--- src/rtl/mem_arbiter_pkg.sv ---
// Shared declarations for the board-memory arbiter: FSM state encoding,
// owner codes and datapath widths.
package mem_arbiter_pkg;

    typedef enum logic [1:0] {
        ST_IDLE   = 2'd0,
        ST_ACCESS = 2'd1,
        ST_DONE   = 2'd2
    } arb_state_t;

    localparam logic [1:0] OWN_NONE = 2'd0;
    localparam logic [1:0] OWN_CPU  = 2'd1;
    localparam logic [1:0] OWN_VID  = 2'd2;

    localparam int ADDR_W = 20;
    localparam int DATA_W = 8;
    localparam int CNT_W  = 4;
    localparam int LAT_W  = 2;

endpackage

--- src/rtl/mem_arbiter_prio.sv ---
// Grant decision for the shared memory port: VID wins by default, and the CPU
// is forced through after STARVE consecutive VID grants while it waits.
module mem_arb_prio
    import mem_arbiter_pkg::*;
#(
    parameter int STARVE = 4
)
(
    input  logic clock,
    input  logic reset_n,
    input  logic cpu_req,
    input  logic vid_req,
    input  logic idle,
    output logic gnt_cpu,
    output logic gnt_vid
);

    localparam logic [CNT_W-1:0] STARVE_C = CNT_W'(STARVE);

    logic [CNT_W-1:0] r_cnt;
    logic             w_cpu_forced;

    assign w_cpu_forced = cpu_req && (r_cnt == STARVE_C);
    assign gnt_vid      = idle && vid_req && !w_cpu_forced;
    assign gnt_cpu      = idle && cpu_req && !gnt_vid;

    // Counter only moves in IDLE; a CPU that stops asking forfeits its credit.
    always_ff @(posedge clock or negedge reset_n) begin
        if (!reset_n) begin
            r_cnt <= '0;
        end else if (idle) begin
            if (!cpu_req || gnt_cpu) begin
                r_cnt <= '0;
            end else if (gnt_vid && (r_cnt < STARVE_C)) begin
                r_cnt <= r_cnt + 1'b1;
            end
        end
    end

endmodule

--- src/rtl/mem_arbiter.sv ---
// Shares the 20-bit/8-bit board memory port between the CPU and the video fetcher.
//   state  | meaning
//   IDLE   | sample requests, grant one and latch address/data/we
//   ACCESS | wait out read latency (writes last one cycle)
//   DONE   | ack pulse to the owner, requests ignored
module mem_arbiter
    import mem_arbiter_pkg::*;
#(
    parameter int RD_LAT = 1,
    parameter int STARVE = 4
)
(
    input  logic              clock,
    input  logic              reset_n,
    input  logic              cpu_req,
    input  logic              cpu_we,
    input  logic [ADDR_W-1:0] cpu_address,
    input  logic [DATA_W-1:0] cpu_wdata,
    output logic              cpu_ack,
    output logic [DATA_W-1:0] cpu_rdata,
    input  logic              vid_req,
    input  logic [ADDR_W-1:0] vid_address,
    output logic              vid_ack,
    output logic [DATA_W-1:0] vid_rdata,
    output logic [ADDR_W-1:0] mem_address,
    output logic [DATA_W-1:0] mem_o_data,
    output logic              mem_we,
    input  logic [DATA_W-1:0] mem_i_data,
    output logic [1:0]        owner
);

    localparam logic [LAT_W-1:0] LAT_LOAD = LAT_W'(RD_LAT - 1);

    arb_state_t        r_state;
    logic [LAT_W-1:0]  r_lat;
    logic              r_is_wr;
    logic [1:0]        r_owner;
    logic              r_cpu_ack;
    logic              r_vid_ack;
    logic [DATA_W-1:0] r_cpu_rdata;
    logic [DATA_W-1:0] r_vid_rdata;
    logic [ADDR_W-1:0] r_mem_address;
    logic [DATA_W-1:0] r_mem_o_data;
    logic              r_mem_we;

    logic w_idle;
    logic w_gnt_cpu;
    logic w_gnt_vid;

    assign w_idle = (r_state == ST_IDLE);

    mem_arb_prio #(
        .STARVE (STARVE)
    ) u_prio (
        .clock   (clock),
        .reset_n (reset_n),
        .cpu_req (cpu_req),
        .vid_req (vid_req),
        .idle    (w_idle),
        .gnt_cpu (w_gnt_cpu),
        .gnt_vid (w_gnt_vid)
    );

    always_ff @(posedge clock or negedge reset_n) begin
        if (!reset_n) begin
            r_state       <= ST_IDLE;
            r_lat         <= '0;
            r_is_wr       <= 1'b0;
            r_owner       <= OWN_NONE;
            r_cpu_ack     <= 1'b0;
            r_vid_ack     <= 1'b0;
            r_cpu_rdata   <= '0;
            r_vid_rdata   <= '0;
            r_mem_address <= '0;
            r_mem_o_data  <= '0;
            r_mem_we      <= 1'b0;
        end else begin
            r_cpu_ack <= 1'b0;
            r_vid_ack <= 1'b0;
            case (r_state)
                ST_IDLE: begin
                    if (w_gnt_cpu) begin
                        r_mem_address <= cpu_address;
                        r_mem_o_data  <= cpu_wdata;
                        r_mem_we      <= cpu_we;
                        r_is_wr       <= cpu_we;
                        r_owner       <= OWN_CPU;
                        r_lat         <= LAT_LOAD;
                        r_state       <= ST_ACCESS;
                    end else if (w_gnt_vid) begin
                        r_mem_address <= vid_address;
                        r_mem_o_data  <= '0;
                        r_mem_we      <= 1'b0;
                        r_is_wr       <= 1'b0;
                        r_owner       <= OWN_VID;
                        r_lat         <= LAT_LOAD;
                        r_state       <= ST_ACCESS;
                    end
                end
                ST_ACCESS: begin
                    // Writes complete after one cycle regardless of read latency.
                    if (r_is_wr || (r_lat == '0)) begin
                        r_mem_we <= 1'b0;
                        r_state  <= ST_DONE;
                        if (r_owner == OWN_CPU) begin
                            r_cpu_ack <= 1'b1;
                            if (!r_is_wr) begin
                                r_cpu_rdata <= mem_i_data;
                            end
                        end else begin
                            r_vid_ack   <= 1'b1;
                            r_vid_rdata <= mem_i_data;
                        end
                    end else begin
                        r_lat <= r_lat - 1'b1;
                    end
                end
                ST_DONE: begin
                    r_owner <= OWN_NONE;
                    r_state <= ST_IDLE;
                end
                default: begin
                    r_owner <= OWN_NONE;
                    r_state <= ST_IDLE;
                end
            endcase
        end
    end

    assign cpu_ack     = r_cpu_ack;
    assign cpu_rdata   = r_cpu_rdata;
    assign vid_ack     = r_vid_ack;
    assign vid_rdata   = r_vid_rdata;
    assign mem_address = r_mem_address;
    assign mem_o_data  = r_mem_o_data;
    assign mem_we      = r_mem_we;
    assign owner       = r_owner;

endmodule

--- config.mk ---
export PLATFORM = sky130hd
export DESIGN_NAME = mem_arbiter
export DESIGN_NICKNAME = d
export VERILOG_FILES = /design/src/rtl/mem_arbiter_pkg.sv /design/src/rtl/mem_arbiter_prio.sv /design/src/rtl/mem_arbiter.sv
export SDC_FILE = /design/constraint.sdc
export NUM_CORES = 1
export LEC_CHECK = 0
export CAP_MARGIN = 20
export CORE_ASPECT_RATIO = 1.5
export CORE_MARGIN = 3
export CORE_UTILIZATION = 42
export DETAILED_ROUTE_END_ITERATION = 12
export HOLD_SLACK_MARGIN = 0.08
export PLACE_DENSITY = 0.8
export RECOVER_POWER = 100
export SKIP_LAST_GASP = 1
export SLEW_MARGIN = 10
export SYNTH_ARGS = -nofsm -noshare
export SYNTH_HDL_FRONTEND = slang
export SYNTH_HIERARCHICAL = 1
export SYNTH_SLANG_ARGS = --single-unit
--- constraint.sdc ---
create_clock -name clock -period 2.8 [get_ports clock]
set_clock_uncertainty 0.1 [all_clocks]
set_input_delay 0.28 -clock clock [delete_from_list [all_inputs] [get_ports clock]]
set_output_delay 0.28 -clock clock [all_outputs]
set_load 0.02 [all_outputs]
==> results summary <==
The flow ran to the end, and the final reports show no timing, DRC or antenna violations. In the final routed layout, each cell accounts on average for around 15 um. The weighted congestion reported at the end of routability-driven placement came out at 0.726. The dominant combinational cell family by area after synthesis is multiplexers. The worst hold path cell count is 1. The worst setup path is captured at a flip-flop. Counting buffers and inverters, the worst setup path is 10 cells deep. The total routing resource utilization after global routing is between 10% and 20%. The area growth from synthesis to layout is 54.9%. The async set or reset register ratio after synthesis is 100%. STA puts the critical path data required time at about 2.9 ns. The die height came out at about 100 um. The floorplan row count is 33. The number of buffers added on ports is ~110. The global-route congestion overflow total is 0. The tree is rooted in a sky130_fd_sc_hd__clkbuf_8. The area enclosed by the die boundary came out at ~0.0069 mm^2. The main flop type after synthesis is sky130_fd_sc_hd__dfrtp_1.

For this run, design rule violations remaining after detail routing come to 0. The number of global-route vias before repair is between 2k and 2.5k. The average vias per placed instance came out at approximately 5. Of the total synthesized cell area, the portion taken by AND, OR, NAND and NOR gates is a little under 6%. The top cell types in the final layout, fill and taps aside, are sky130_fd_sc_hd__clkdlybuf4s50_1 (59), sky130_fd_sc_hd__dfrtp_1 (58), sky130_fd_sc_hd__dlygate4sd3_1 (50). The number of slew-limit violations in the final report came out at 0. Before CTS, the worst setup slack after placement is 0.107 ns. The path class of the tightest hold or removal check is reg2reg. The tool flagged a number of max-cap violations equal to 0.

The worst stage delay on the critical path came out at roughly 0.43 ns. Summing the areas of all xor and xnor instances in the mapped netlist gives 0% of the synthesized area. The number of buffers on the longest clock path is 2. The mux cell area share after synthesis came out at approximately 16%. The maximum VDD drop came out at between 0.5 and 0.6 mV. Yosys mapped the design onto 29 distinct sky130hd cell types.

Counting every net in the synthesized netlist gives between 200 and 300. The clock tree from TritonCTS is yes. The largest net degree at the start of global routing is 26. The number of cells on the worst reg-to-reg path is 10. For the pin with the worst max-slew slack, the measured transition is about 1.2 ns. The final setup slack of the worst path came out at about 0.26 ns. The slowest stage of the critical path is the sky130_fd_sc_hd__dfrtp_1 cell. Among the stages of the critical path, the cell type that occurs most often is sky130_fd_sc_hd__nor2b_1. For this run, the number of Yosys warnings is 6.

Setup repair after global routing left no endpoint under its margin. The total CTS buffers came out at 9. The post-CTS setup buffer count is 0. The post-synthesis instance total is 200. The number of nets at the end of the flow came out at between 300 and 400.

Power spread over the standard cell area amounts to around 1100 mW/mm^2. The sum of negative setup slack came out at 0 ns. Yosys mapped a number of flops with a built-in enable equal to 0. The number of I/O pins came out at 110. The core area is 0.00557 mm^2. The kind of cell with the highest combined delay along the critical path is simple AND/OR/NAND/NOR gates. The final cycle utilization of the critical path came out at about nine tenths.

The number of hold violations in the final report is 0. The library cell used most frequently in the layout, excluding fill and tap cells, is sky130_fd_sc_hd__clkdlybuf4s50_1. STA classifies the critical path startpoint as a flip-flop. The total half-perimeter wirelength after legalization and detailed placement came out at 4.44 mm. The post-layout total power came out at about 4.2 mW. The number of iterations in the first detailed-routing pass is 4.

The die is between 60 and 70 um wide. The worst setup path category is reg2reg. The total wire length after detailed routing is between 5 and 6 mm. The share of cells above drive strength 1 is 13.3%.

The number of antenna violations at the first check in global routing is 0. In this run the cell area of the synthesized design comes to roughly 0.0025 mm^2. The number of nets with antenna violations after routing came out at 0. The buffering stage count on the worst path with inverters included is 3.

Averaged over all synthesized cells, the footprint is approximately 12 um^2. The number of H-tree levels came out at 3. Clock latency on the worst-skew pair, taken at its later pin, is between 0.3 and 0.4 ns. The leakage power is about 1.7 nW. The synthesis-stage register bit count came out at 58. The post-route minimum period came out at roughly 2.5 ns. The synthesized netlist devotes approximately 15% of its cell area to compound gates. The final setup violation count is 0.

After the flow finishes, the layout carries non-filler instances totaling 394. The maximum fanout encountered on the critical timing path is 22. Static timing analysis puts the maximum clock frequency at between 300 and 400 MHz. The total clock sinks came out at between 50 and 60. The worst pin sits at a relative slew slack of 20.0%. The share of synthesized cell area in full adder, half adder and majority cells is 1.51%.

The clock transition at the registers of the reported paths came out at roughly 0.07 ns. The number of placed instances, taps included, is 376. The initial detailed-routing violation count came out at 102. The global-route wire length before repair is 9.08 mm. Walking the worst path, the cells encountered are or2_0 > inv_1 > nand2_1 > a31oi_1 > nor2_2 > buf_4 > nor2b_1 > nor2b_1 > clkbuf_2 > a22o_1. For this configuration, the core starts out at a cell density of about 45%. The total via count in the routed design is ~2.0k.

0 antenna diodes ended up in the layout. The endpoint arrival time on the critical path came out at 2.65 ns. The post-synthesis sequential area ratio came out at approximately three fifths.
-- metal layers --
metal | track usage (%) | vias up | share of wire (%)
met1 | 18.6 | 958 | 38
li1 | - | 959 | -
met4 | 7.66 | 0 | 1.2
met3 | 5.26 | 8 | 7.7
met2 | 31.1 | 83 | 53
met5 | 0 | - | 0
-- timing repair --
item | CTS | global route
hold buffers | 1 | 0
resized for setup | 0 | 0
endpoints found under the hold margin | 20 | 0
-- power by group --
part | internal (mW) | switching [mW] | leakage (nW)
combinational | 0.950 | 1.10 | 0.851
sequential | 1.21 | 0.182 | 0.726
clock | 0.404 | 0.306 | 0.0958
-- worst reg2reg max path, stage by stage (launching register included) --
cell and delay, ns:
sky130_fd_sc_hd__dfrtp_1 0.43, sky130_fd_sc_hd__or2_0 0.25, sky130_fd_sc_hd__inv_1 0.13, sky130_fd_sc_hd__nand2_1 0.10
sky130_fd_sc_hd__a31oi_1 0.25, sky130_fd_sc_hd__nor2_2 0.08, sky130_fd_sc_hd__buf_4 0.25, sky130_fd_sc_hd__nor2b_1 0.20
sky130_fd_sc_hd__nor2b_1 0.13, sky130_fd_sc_hd__clkbuf_2 0.20, sky130_fd_sc_hd__a22o_1 0.28
-- layout make-up --
class,count,area [um^2]
Clock buffer,10,128
Clock inverter,6,57.6
Fill cell,438,1730
Inverter,8,30.0
Multi-Input combinational cell,123,931
Sequential cell,58,1450
Tap cell,70,87.6
Timing Repair Buffer,119,1160
-- cells by family (layout without fill, tap and decap cells) --
kind of cell	count (synthesis)	after routing
AND/OR/NAND/NOR	21	21
flip-flops	58	58
multiplexers	38	38
buffers and inverters	19	143
adder cells (fa/ha/maj)	3	3
AO/OA/AOI/OAI	61	61
-- final timing paths --
kind | start | to | slack (ns)
max | r_state[1] | mem_o_data[7] | 0.26
min | r_lat[0] | r_lat[0] | 0.39
max reg2reg | r_state[1] | mem_o_data[7] | 0.26
min reg2reg | r_lat[0] | r_lat[0] | 0.39
max in group asynchronous | reset_n | vid_rdata[3] | 0.74
min in group asynchronous | reset_n | cpu_rdata[4] | 0.62
-- through the flow --
stage	utilization [%]	instance area [um^2]	hold slack, ns
after detailed placement	65.9	3670	0.172
after global placement	65.9	3670	0.161
final	68.9	3840	0.387
after global routing	68.9	3840	0.408
after floorplan	-	2480	-0.116
after CTS	69.4	3870	0.347
-- state kept, by name, indices dropped and copies added, names as in the netlist --
| name | cells |
|---|---|
| cpu_ack | 1 |
| r_lat | 2 |
| r_is_wr | 1 |
| mem_address | 20 |
| mem_o_data | 8 |
| cpu_rdata | 8 |
| mem_we | 1 |
| owner | 2 |
| r_state | 2 |
| u_prio/r_cnt | 4 |
| vid_rdata | 8 |
| vid_ack | 1 |
-- cell usage after synthesis (3+ instances only) --
cell type	count	area, um^2
sky130_fd_sc_hd__a22o_1	11	96.3
sky130_fd_sc_hd__buf_2	4	20.0
sky130_fd_sc_hd__clkbuf_1	7	26.3
sky130_fd_sc_hd__dfrtp_1	58	1450
sky130_fd_sc_hd__ha_1	3	37.5
sky130_fd_sc_hd__inv_1	7	26.3
sky130_fd_sc_hd__mux2_2	17	191
sky130_fd_sc_hd__mux2i_1	21	210
sky130_fd_sc_hd__nand2b_1	3	18.8
sky130_fd_sc_hd__nor2_1	5	18.8
sky130_fd_sc_hd__nor2b_1	4	25.0
sky130_fd_sc_hd__o21ai_0	39	195
sky130_fd_sc_hd__o21ai_1	3	15.0
Note: power is estimated with default switching activity, not from simulation.
